## config.mk

```make
export PLATFORM = sky130hd
export DESIGN_NAME = brute_gen
export DESIGN_NICKNAME = d
export VERILOG_FILES = /design/src/rtl/brute_gen.sv
export SDC_FILE = /design/constraint.sdc
export NUM_CORES = 1
export LEC_CHECK = 0
export BUFFER_PORTS_ARGS = -buffer_cell sky130_fd_sc_hd__buf_2
export CAP_MARGIN = 0
export CELL_PAD_IN_SITES_DETAIL_PLACEMENT = 0
export CELL_PAD_IN_SITES_GLOBAL_PLACEMENT = 1
export CORE_MARGIN = 5
export CORE_UTILIZATION = 43
export DETAILED_ROUTE_END_ITERATION = 7
export HOLD_SLACK_MARGIN = 0.12
export PLACE_DENSITY_LB_ADDON = 0.2
export SLEW_MARGIN = 20
export SYNTH_ARGS = -nofsm -noshare
export SYNTH_HDL_FRONTEND = slang
export SYNTH_SLANG_ARGS = --single-unit
export TNS_END_PERCENT = 20
```

## constraint.sdc

```tcl
create_clock -name clk -period 7.83 [get_ports clk]
set_input_delay 1.1745 -clock clk [delete_from_list [all_inputs] [get_ports clk]]
set_output_delay 1.1745 -clock clk [all_outputs]
set_load 0.1 [all_outputs]
```

## src/rtl/brute_gen.sv

```systemverilog
// brute_gen: enumerates every string over [CHAR_MIN..CHAR_MAX], shortest first,
// and offers each one as a right-aligned 128-bit word over valid/ready.
module brute_gen #(
  parameter int         MAX_LEN  = 4,
  parameter logic [7:0] CHAR_MIN = 8'h61,
  parameter logic [7:0] CHAR_MAX = 8'h7A
) (
  input  logic         clk,
  input  logic         reset,
  input  logic         start,
  input  logic         stop,
  input  logic [31:0]  max_attempts,
  output logic [127:0] candidate,
  output logic         cand_valid,
  input  logic         cand_ready,
  output logic [31:0]  attempt_count,
  output logic         done,
  output logic         exhausted
);

  localparam int CW = 8 * MAX_LEN;

  typedef enum logic [1:0] {
    IDLE = 2'd0,
    RUN  = 2'd1,
    DONE = 2'd2
  } state_t;

  state_t          state_q, state_d;
  logic [4:0]      len_q, len_d;
  logic [CW-1:0]   chars_q, chars_d;
  logic [31:0]     limit_q, limit_d;
  logic [31:0]     cnt_q, cnt_d;
  logic            valid_q, valid_d;
  logic            done_q, done_d;
  logic            exh_q, exh_d;

  logic            hs;
  logic            limit_hit;
  logic            carry;
  logic            ks_end;
  logic [CW-1:0]   adv;
  logic [4:0]      adv_len;
  logic [31:0]     cnt_inc;

  // Odometer step; bytes at or above len stay zero so chars_q is the word.
  always_comb begin
    adv     = chars_q;
    adv_len = len_q;
    carry   = 1'b1;
    ks_end  = 1'b0;
    for (int i = 0; i < MAX_LEN; i++) begin
      if (carry && (5'(i) < len_q)) begin
        if (chars_q[8*i +: 8] == CHAR_MAX) begin
          adv[8*i +: 8] = CHAR_MIN;
        end else begin
          adv[8*i +: 8] = chars_q[8*i +: 8] + 8'd1;
          carry         = 1'b0;
        end
      end
    end
    if (carry) begin
      if (len_q < 5'(MAX_LEN)) begin
        adv_len = len_q + 5'd1;
        adv     = '0;
        for (int i = 0; i < MAX_LEN; i++) begin
          if (5'(i) < adv_len) adv[8*i +: 8] = CHAR_MIN;
        end
      end else begin
        ks_end = 1'b1;
      end
    end
  end

  always_comb begin
    hs        = (state_q == RUN) && cand_ready;
    cnt_inc   = (&cnt_q) ? cnt_q : cnt_q + 32'd1;
    limit_hit = (limit_q != 32'd0) &&
                (({1'b0, cnt_q} + 33'd1) == {1'b0, limit_q});
    state_d   = state_q;
    len_d     = len_q;
    chars_d   = chars_q;
    limit_d   = limit_q;
    cnt_d     = cnt_q;
    done_d    = done_q;
    exh_d     = exh_q;
    unique case (state_q)
      IDLE, DONE: begin
        if (start) begin
          state_d = RUN;
          len_d   = 5'd1;
          chars_d = CW'(CHAR_MIN);
          cnt_d   = '0;
          limit_d = max_attempts;
          done_d  = 1'b0;
          exh_d   = 1'b0;
        end
      end
      RUN: begin
        if (hs) cnt_d = cnt_inc;
        if (stop) begin
          state_d = IDLE;
        end else if (hs) begin
          if (limit_hit) begin
            state_d = DONE;
            done_d  = 1'b1;
            exh_d   = 1'b0;
          end else if (ks_end) begin
            state_d = DONE;
            done_d  = 1'b1;
            exh_d   = 1'b1;
          end else begin
            chars_d = adv;
            len_d   = adv_len;
          end
        end
      end
      default: state_d = IDLE;
    endcase
    valid_d = (state_d == RUN);
  end

  always_ff @(posedge clk or posedge reset) begin
    if (reset) begin
      state_q <= IDLE;
      len_q   <= '0;
      chars_q <= '0;
      limit_q <= '0;
      cnt_q   <= '0;
      valid_q <= 1'b0;
      done_q  <= 1'b0;
      exh_q   <= 1'b0;
    end else begin
      state_q <= state_d;
      len_q   <= len_d;
      chars_q <= chars_d;
      limit_q <= limit_d;
      cnt_q   <= cnt_d;
      valid_q <= valid_d;
      done_q  <= done_d;
      exh_q   <= exh_d;
    end
  end

  assign candidate     = 128'(chars_q);
  assign cand_valid    = valid_q;
  assign attempt_count = cnt_q;
  assign done          = done_q;
  assign exhausted     = exh_q;

endmodule

```

==> results.json, run 1 <==
{
  "status": "finished clean",
  "worst_skew_pair.late_latency_ns": 0.36,
  "synthDistinctLibCells": 76,
  "via_count": 7091,
  "crit_family": "simple AND/OR/NAND/NOR gates",
  "num_rows": 49,
  "grt-ovfl-total": 0,
  "ys.warnings.count": 0,
  "finalCoreUtilization_pct": 47.00,
  "final_hold_viol_count": 0,
  "report.power.total_mw": 2.093,
  "ioPinCount": 200,
  "fin_hold_ws_ns": 0.4979,
  "die_width_um": 144.8,
  "core_region_area_mm2": 0.01790,
  "power_density_over_the_cells_mw_per_mm2": 248.7,
  "cts_tree": "done",
  "detailed_place_hpwl_um": 16710,
  "aggregate_negative_setup_slack_ns": 0,
  "totalWireLength_um": 22940,
  "startpoint": "attempt_count[2]",
  "detailed_place.area_mm2": 0.008088,
  "global_route_wire_length_before_repair_um": 35430,
  "drtPass1Iterations": 6,
  "post_cts_buffers": 0,
  "max_cap_viol_count": 0,
  "fmax_mhz": 220.5,
  "route.detailed.drc": 0,
  "groute.usage.overall_pct": 21.29,
  "share_of_cells_above_drive_strength_1_pct": 15.23,
  "layout-area-overhead-vs-synth_pct": 7.686,
  "unrepaired_setup_endpoints_after_global_routing": "false",
  "final_max_slew_viol_count": 0,
  "crit_end": "chars_q[20]",
  "worst_path_required_time_ns": 8.06,
  "start_kind": "register",
  "die-height_um": 144.8,
  "postSynth.asyncResetShare_pct": 100.0,
  "critical_path_buf_inv_count": 0,
  "diodes": 0,
  "static-leakage-power_nw": 3.846,
  "clkTransAtPathRegs_ns": 0.07,
  "reg2reg_from": "attempt_count[2]",
  "cts_buffers": 9,
  "finalWeightedCongestion": 0.8856,
  "ctsResizeCount": 0,
  "highest_cell_delay_on_the_worst_timing_path_ns": 0.99,
  "start_util_pct": 43.65,
  "clock_tree.root_cell": "sky130_fd_sc_hd__clkbuf_16",
  "layout_commonest_cell": "sky130_fd_sc_hd__nand2_1",
  "post_synth_edffs": 0,
  "worst_hold_path_type": "register to register",
  "postSynthRegisterBits": 106,
  "max-vdd-ir-drop_mv": 0.2040,
  "crit_slowest_cell": "sky130_fd_sc_hd__nor4_1",
  "synth_ff_type": "sky130_fd_sc_hd__dfrtp_1",
  "port_buffers": 103,
  "slew-limit-headroom_pct": 31.34,
  "arrival_ns": 4.76,
  "timing.reg2reg.worst_path_depth": 9,
  "ctsHoldBuffers": 0,
  "r2r_setup_slack_ns": 3.30,
  "period_needed_ns": 4.534,
  "critical_path_class": "register to register",
  "final.period_utilization_pct": 57.91,
  "wl_per_cell_um": 18.21,
  "post_synth_inst_count": 958,
  "synth.yosys.seq_area_share_pct": 33.95,
  "layout.cell_area.non_filler_mm2": 0.008414,
  "grt_pass1_vias": 6540,
  "setup.worst_path.end_class": "register",
  "vias_per_std_cell": 5.628,
  "ant_nets": 0,
  "final-setup-viol-count": 0,
  "grt_antenna_before_repair": 0,
  "clock_skew_ns": 0.008483,
  "place.detailed.instances": 1246,
  "post_layout_nonfiller_instances": 1260,
  "ctsHtreeMaxLevel": 3,
  "fp.dieArea_mm2": 0.02097,
  "path_cells": "nand4_1 -> nor4_1 -> xnor2_1 -> nor3_1 -> nand4_1 -> nor4_1 -> and3_1 -> or3_1 -> o41ai_1",
  "avg_cell_area_syn_um2": 8.156,
  "tightest_slew_ns": 1.021,
  "place_worst_setup_slack_ns": 3.469,
  "final.setup.worst_slack_ns": 3.296,
  "crit_cells": 9,
  "fin_nets": 1075,
  "critical_path.reg2reg.endpoint": "chars_q[20]",
  "mostFrequentLayoutCells": "sky130_fd_sc_hd__nand2_1 (156), sky130_fd_sc_hd__dfrtp_1 (106), sky130_fd_sc_hd__buf_2 (103)",
  "pin_count_of_the_biggest_net_entering_global_routing": 63,
  "clkSinkCount": 106,
  "critical_path.max_fanout": 22,
  "syn_area_mm2": 0.007814,
  "initial_drc_count": 568,
  "clk_path_buf_depth": 2
}
[flip-flops by register name, summed over array words and instances, names as in the netlist]
name and cells:
attempt_count 32, exhausted 1, cand_valid 1, state_q 2, len_q 5, done 1
limit_q 32, chars_q 32
[synth_stat cells (4+ instances only)]
master / number / share of area, %
sky130_fd_sc_hd__nand2_1: 156 / 7.5
sky130_fd_sc_hd__dfrtp_1: 106 / 34
sky130_fd_sc_hd__buf_4: 98 / 9.4
sky130_fd_sc_hd__o21ai_0: 70 / 4.5
sky130_fd_sc_hd__nor2_1: 49 / 2.4
sky130_fd_sc_hd__o31ai_1: 37 / 3.6
sky130_fd_sc_hd__clkbuf_1: 32 / 1.5
sky130_fd_sc_hd__a21oi_1: 30 / 1.9
sky130_fd_sc_hd__nand3_1: 30 / 1.9
sky130_fd_sc_hd__nor4_1: 30 / 2.4
sky130_fd_sc_hd__nand4_1: 28 / 2.2
sky130_fd_sc_hd__xnor2_1: 26 / 2.9
sky130_fd_sc_hd__nor3_1: 25 / 1.6
sky130_fd_sc_hd__xor2_1: 17 / 1.9
sky130_fd_sc_hd__and3_1: 14 / 1.1
sky130_fd_sc_hd__inv_1: 14 / 0.67
sky130_fd_sc_hd__and2_1: 12 / 0.96
sky130_fd_sc_hd__buf_2: 12 / 0.77
sky130_fd_sc_hd__ha_1: 10 / 1.6
sky130_fd_sc_hd__nand2b_1: 10 / 0.80
sky130_fd_sc_hd__or3_1: 10 / 0.80
sky130_fd_sc_hd__a211oi_1: 7 / 0.67
sky130_fd_sc_hd__a2bb2oi_1: 7 / 0.78
sky130_fd_sc_hd__a31oi_1: 7 / 0.56
sky130_fd_sc_hd__o41ai_1: 7 / 0.78
sky130_fd_sc_hd__and4_1: 6 / 0.67
sky130_fd_sc_hd__o21a_1: 6 / 0.58
sky130_fd_sc_hd__a21boi_0: 5 / 0.48
sky130_fd_sc_hd__nor2b_1: 5 / 0.40
sky130_fd_sc_hd__o211ai_1: 5 / 0.48
sky130_fd_sc_hd__or4_1: 5 / 0.48
sky130_fd_sc_hd__a21o_1: 4 / 0.38
sky130_fd_sc_hd__o21ai_1: 4 / 0.26
sky130_fd_sc_hd__o22ai_1: 4 / 0.32
[cells by family after synthesis]
family,Yosys count,synth area share [%]
flip-flops,106,33.95
adder cells (fa/ha/maj),11,1.729
AO/OA/AOI/OAI,223,18.88
other,1,0.04799
multiplexers,3,0.4483
AND/OR/NAND/NOR,410,27.30
XOR/XNOR,43,4.820
buffers and inverters,161,12.83
[power by group]
group,switching [mW],total (mW),internal (mW)
combinational,0.662,0.858,0.196
sequential,0.108,0.725,0.618
clock,0.206,0.509,0.303
[per-layer routing]
| metal | global-route usage, % | wire (um) |
|---|---|---|
| met4 | 5.449 | 410 |
| met1 | 29.00 | 10130 |
| met5 | 0 | 0 |
| met2 | 35.19 | 11130 |
| met3 | 3.713 | 1275 |
[area by class of cell]
| class | count | area, um^2 |
|---|---|---|
| fill | 1806 | 9488 |
| timing repair buffer | 111 | 575.6 |
| tap | 229 | 286.5 |
| clock inverter | 2 | 60.06 |
| clock buffer | 12 | 266.5 |
| sequential | 106 | 2653 |
| inverter | 14 | 55.05 |
| multi-input combinational | 786 | 4518 |
[worst min path at each step]
stage | from | depth (start not counted) | endpoint | slack (ns)
final | state_q[1] | 2 | state_q[1] | 0.50
after global routing | state_q[1] | 2 | state_q[1] | 0.54
after CTS | state_q[1] | 2 | state_q[1] | 0.50
after detailed placement | state_q[1] | 2 | state_q[1] | 0.49
after global placement | state_q[1] | 2 | state_q[1] | 0.48
after floorplan | state_q[1] | 2 | state_q[1] | 0.45
[tightest hold or removal path: cells and delay by family (launching register included)]
| family | cells | cell delay [ns] |
|---|---|---|
| and+or+nand+nor | 2 | 0.11 |
| DFF | 1 | 0.37 |
Note: power is estimated with default switching activity, not from simulation.
==> run 2, diff against run 1 <==
- CORE_UTILIZATION: 43 -> 36
- clock period: 7.83 -> 4.17 ns (I/O delays scaled with it)
==> run 2 against run 1 <==
  * Register-to-register slack lost 3.0 ns
  * Sequential share of layout area decreased by 0.99 points
  * Sequential cell count unchanged
  * Die area increased by 18%
  * Total power grew 85%
  * Combinational power up 90%
  * Worst hold slack worse by 0.089 ns
  * Maximum frequency increased by 16%
  * Critical endpoint is now chars_q[4]
  * Largest cell class unchanged
==> results.json, run 2 (synthesized netlist as in run 1, its figures left out) <==
{
  "status": "finished clean",
  "fp.dieArea_mm2": 0.02475,
  "highest_cell_delay_on_the_worst_timing_path_ns": 0.72,
  "pin_count_of_the_biggest_net_entering_global_routing": 66,
  "max-vdd-ir-drop_mv": 0.4034,
  "fin_nets": 1107,
  "critical_path.max_fanout": 11,
  "final-setup-viol-count": 0,
  "setup.worst_path.end_class": "register",
  "initial_drc_count": 463,
  "cts_buffers": 9,
  "path_cells": "ha_1 -> nand4_4 -> or4_1 -> nor4_1 -> a21oi_1 -> o22ai_1 -> and4b_4 -> and3_1 -> buf_4 -> or2_4 -> a22o_1",
  "crit_slowest_cell": "sky130_fd_sc_hd__or4_1",
  "unrepaired_setup_endpoints_after_global_routing": "false",
  "final_hold_viol_count": 0,
  "grt-ovfl-total": 0,
  "worst_path_required_time_ns": 4.47,
  "internal-power_mw": 2.007,
  "max_cap_viol_count": 0,
  "final_max_slew_viol_count": 0,
  "aggregate_negative_setup_slack_ns": 0,
  "power_switching_share_pct": 48.11,
  "worst_skew_pair.late_latency_ns": 0.37,
  "diodes": 0,
  "pwr-share-seq_pct": 35.2,
  "power_switching_mw": 1.860,
  "clkSinkCount": 106,
  "port_buffers": 103,
  "grt_antenna_before_repair": 0,
  "die_width_um": 157.3,
  "worst_hold_path_type": "input port to async pin",
  "layout-area-overhead-vs-synth_pct": 11.18,
  "clk_path_buf_depth": 2,
  "clkTransAtPathRegs_ns": 0.08,
  "r2r_setup_slack_ns": 0.27,
  "num_rows": 54,
  "fillCellCount": 2269,
  "fmax_mhz": 256.6,
  "groute.usage.overall_pct": 19.78,
  "totalWireLength_um": 24690,
  "global_route_wire_length_before_repair_um": 38630,
  "drtPass1Iterations": 7,
  "reg2reg_from": "attempt_count[0]",
  "start_kind": "register",
  "arrival_ns": 4.20,
  "clock_skew_ns": 0.01568,
  "post_cts_buffers": 0,
  "ant_nets": 0,
  "layout_commonest_cell": "sky130_fd_sc_hd__nand2_1",
  "fin_hold_ws_ns": 0.4093,
  "crit_family": "simple AND/OR/NAND/NOR gates",
  "die-height_um": 157.3,
  "critical_path_buf_inv_count": 1,
  "clock_tree.root_cell": "sky130_fd_sc_hd__clkbuf_16",
  "critical_path.reg2reg.endpoint": "chars_q[4]",
  "static-leakage-power_nw": 3.984,
  "vias_per_std_cell": 5.345,
  "tightest_slew_ns": 0.8721,
  "final.period_utilization_pct": 93.45,
  "timing.reg2reg.worst_path_depth": 11,
  "via_count": 7184,
  "period_needed_ns": 3.897,
  "detailed_place_hpwl_um": 18350,
  "share_of_cells_above_drive_strength_1_pct": 17.67,
  "ctsHoldBuffers": 0,
  "cts_tree": "done",
  "slew-limit-headroom_pct": 41.41,
  "core_region_area_mm2": 0.02162,
  "ctsHtreeMaxLevel": 3,
  "pwr-share-comb_pct": 42.2,
  "critical_path_class": "register to register",
  "route.detailed.drc": 0,
  "grt_pass1_vias": 6852,
  "power_density_over_the_cells_mw_per_mm2": 445.1,
  "seqCellArea_mm2": 0.002653,
  "ioPinCount": 200,
  "start_util_pct": 36.14,
  "multiInputGateArea_mm2": 0.004527,
  "clkPwrFrac_pct": 22.6,
  "wl_per_cell_um": 18.37,
  "finalWeightedCongestion": 0.9121,
  "mostFrequentLayoutCells": "sky130_fd_sc_hd__nand2_1 (156), sky130_fd_sc_hd__dfrtp_1 (106), sky130_fd_sc_hd__buf_2 (103)"
}
## run 2: what timing repair did
item                                    CTS  global route
resized for setup                         0             1
endpoints found under the setup margin    0             1
hold endpoints to repair                  0             0
## run 2: area by class of cell
type / instances / area share, %
clock buffer: 11 / 2.679
clock inverter: 4 / 0.6193
inverter: 14 / 0.6337
multi-input combinational: 786 / 52.11
sequential: 106 / 30.53
tap: 280 / 4.033
timing repair buffer: 143 / 9.391
## run 2: how the worst max path moves through the flow
stage | from | endpoint | slack (ns) | cells past startpoint
after floorplan | attempt_count[5] | chars_q[1] | 0.04 | 13
after global placement | attempt_count[0] | chars_q[23] | 0.38 | 10
after detailed placement | attempt_count[0] | chars_q[23] | 0.28 | 10
after CTS | attempt_count[0] | chars_q[23] | 0.27 | 10
after global routing | attempt_count[0] | cand_valid | 0.02 | 10
final | attempt_count[0] | chars_q[4] | 0.27 | 11
## run 2: power by group through the flow
stage / sequential, mW / combinational [mW] / clock [mW]
3_5_place_dp: 1.38 / 1.63 / 0
5_1_grt: 1.38 / 1.75 / 0.936
2_1_floorplan: 1.59 / 1.13 / 0
3_3_place_gp: 1.38 / 1.63 / 0
4_1_cts: 1.36 / 1.64 / 0.906
6_report: 1.36 / 1.63 / 0.875
## run 2: per-layer routing
layer	vias to the layer above	part of all wire (%)	GRT usage (%)
li1	3475	-	-
met1	3457	44	26.32
met5	-	0	0
met4	0	2.1	6.637
met3	42	5.2	3.299
met2	210	49	32.73
## run 2: stage by stage
| stage | total power [mW] | setup slack [ns] | area [um^2] | utilization, % | std cells |
|---|---|---|---|---|---|
| floorplan | 2.723 | 0.03884 | 8170 | - | 1053 |
| global placement | 3.012 | 0.3785 | 8392 | 38.81 | 1329 |
| detailed placement | 3.010 | 0.2825 | 8392 | 38.81 | 1329 |
| CTS | 3.904 | 0.2685 | 8678 | 40.14 | 1344 |
| global route | 4.075 | 0.01857 | 8687 | 40.18 | 1344 |
| finish | 3.867 | 0.2732 | 8687 | 40.18 | 1344 |
==> run 3, diff against run 2 <==
- CELL_PAD_IN_SITES_DETAIL_PLACEMENT: 0 -> 1
- CORE_ASPECT_RATIO: not set -> 1.4
==> run 3 against run 2 <==
  * Die area up 0.17%
  * Clock skew down 0.0061 ns
  * Utilization up 0.40 points
  * Setup slack better by 0.0092 ns
  * Combinational power about the same
  * Sequential cell count unchanged
  * Critical endpoint is now chars_q[5]
  * Highest routed layer unchanged
==> results.json, run 3 (synthesized netlist as in run 1, its figures left out) <==
{
  "tightest_slew_ns": 0.7654,
  "share_of_cells_above_drive_strength_1_pct": 17.70,
  "drtPass1Iterations": 4,
  "grt-ovfl-total": 0,
  "seqCellArea_mm2": 0.002653,
  "highest_cell_delay_on_the_worst_timing_path_ns": 0.71,
  "status": "finished clean",
  "grt_antenna_before_repair": 0,
  "route.detailed.drc": 0,
  "grt_pass1_vias": 7544,
  "unrepaired_setup_endpoints_after_global_routing": "false",
  "initial_drc_count": 326,
  "final.period_utilization_pct": 93.23,
  "fp.dieArea_mm2": 0.02479,
  "clkTransAtPathRegs_ns": 0.08,
  "wl_per_cell_um": 20.31,
  "groute.usage.overall_pct": 21.22,
  "final_max_slew_viol_count": 0,
  "static-leakage-power_nw": 3.975,
  "worst_skew_pair.late_latency_ns": 0.36,
  "start_util_pct": 36.71,
  "clock_tree.root_cell": "sky130_fd_sc_hd__clkbuf_16",
  "critical_path_buf_inv_count": 0,
  "timing.reg2reg.worst_path_depth": 10,
  "layout_commonest_cell": "sky130_fd_sc_hd__nand2_1",
  "r2r_setup_slack_ns": 0.28,
  "crit_end": "chars_q[5]",
  "post_cts_buffers": 0,
  "arrival_ns": 4.14,
  "totalWireLength_um": 26850,
  "final_hold_viol_count": 0,
  "mostFrequentLayoutCells": "sky130_fd_sc_hd__nand2_1 (156), sky130_fd_sc_hd__dfrtp_1 (106), sky130_fd_sc_hd__buf_2 (103)",
  "reg2reg_from": "attempt_count[0]",
  "clkSinkCount": 106,
  "layout-area-overhead-vs-synth_pct": 10.54,
  "slew-limit-headroom_pct": 48.97,
  "fin_hold_ws_ns": 0.4139,
  "cts_tree": "done",
  "fmax_mhz": 257.2,
  "multiInputGateArea_mm2": 0.004518,
  "path_cells": "ha_1 -> nand4_4 -> or4_1 -> nor3_1 -> a211o_1 -> nor4b_1 -> and4b_4 -> and3_1 -> nor2_2 -> mux2_4",
  "pin_count_of_the_biggest_net_entering_global_routing": 80,
  "crit_cells": 10,
  "worst_hold_path_type": "input port to async pin",
  "final-setup-viol-count": 0,
  "clock_skew_ns": 0.009549,
  "max-vdd-ir-drop_mv": 0.3176,
  "num_rows": 63,
  "place.detailed.instances": 1306,
  "critical_path.max_fanout": 10,
  "cts_buffers": 9,
  "port_buffers": 103,
  "startpoint": "attempt_count[0]",
  "detailed_place_hpwl_um": 20570,
  "vias_per_std_cell": 5.543,
  "global_route_wire_length_before_repair_um": 42040,
  "max_cap_viol_count": 0,
  "clk_path_buf_depth": 2,
  "fin_nets": 1104,
  "ioPinCount": 200,
  "ant_nets": 0,
  "via_count": 7328,
  "die_width_um": 134.5,
  "crit_family": "simple AND/OR/NAND/NOR gates",
  "post_layout_nonfiller_instances": 1322,
  "critical_path.reg2reg.endpoint": "chars_q[5]",
  "start_kind": "register",
  "die-height_um": 184.3,
  "critical_path_class": "register to register",
  "core_region_area_mm2": 0.02128,
  "ctsResizeCount": 0,
  "aggregate_negative_setup_slack_ns": 0,
  "crit_slowest_cell": "sky130_fd_sc_hd__or4_1",
  "ctsHoldBuffers": 0,
  "fillCellCount": 2659,
  "finalWeightedCongestion": 0.9216,
  "period_needed_ns": 3.888,
  "diodes": 0,
  "power_density_over_the_cells_mw_per_mm2": 447.5,
  "setup.worst_path.end_class": "register",
  "ctsHtreeMaxLevel": 3,
  "worst_path_required_time_ns": 4.42
}
## run 3: changes by cell type in the layout (fill, tap and decap cells not counted), sizes merged
| cell | previous run | this run |
|---|---|---|
| clkinvlp | 2 | 1 |
| bufinv | 1 | 0 |
| clkinv | 1 | 3 |
| clkbuf | 11 | 9 |
| buf | 143 | 140 |
| inv | 14 | 17 |
## run 3: stage by stage
| step | utilization, % | total power [mW] | setup slack [ns] | instance area [um^2] |
|---|---|---|---|---|
| final | 40.58 | 3.865 | 0.2824 | 8637 |
| after global routing | 40.58 | 4.069 | 0.01326 | 8637 |
| after CTS | 40.57 | 3.902 | 0.2519 | 8635 |
| after detailed placement | 39.27 | 3.050 | 0.2937 | 8357 |
| after global placement | 39.27 | 3.032 | 0.4363 | 8357 |
| after floorplan | - | 2.723 | 0.03884 | 8170 |
## run 3: report_power, final
group / total, mW / switching, mW / internal, mW
registers: 1.38 / 0.216 / 1.16
clock network: 0.843 / 0.431 / 0.412
logic: 1.65 / 1.27 / 0.378
## run 3: area by class of cell
cell class | count | share of cell area [%]
inverter | 14 | 0.6664
multi-input combinational | 786 | 52.31
clock inverter | 7 | 0.6084
clock buffer | 9 | 2.608
timing repair buffer | 140 | 9.329
tap | 260 | 3.766
sequential | 106 | 30.71
## run 3: worst min path at each step
stage,to
6_report,chars_q[20]
5_1_grt,limit_q[28]
4_1_cts,limit_q[19]
3_5_place_dp,state_q[1]
3_3_place_gp,state_q[1]
2_1_floorplan,state_q[1]
## run 3: per-layer routing
| metal | GRT usage, % | share of wire (%) | routed length [um] |
|---|---|---|---|
| met5 | 0 | 0 | 0 |
| met3 | 2.867 | 3.2 | 859 |
| met4 | 5.786 | 2.0 | 544 |
| met1 | 24.35 | 40 | 10740 |
| met2 | 40.82 | 55 | 14710 |
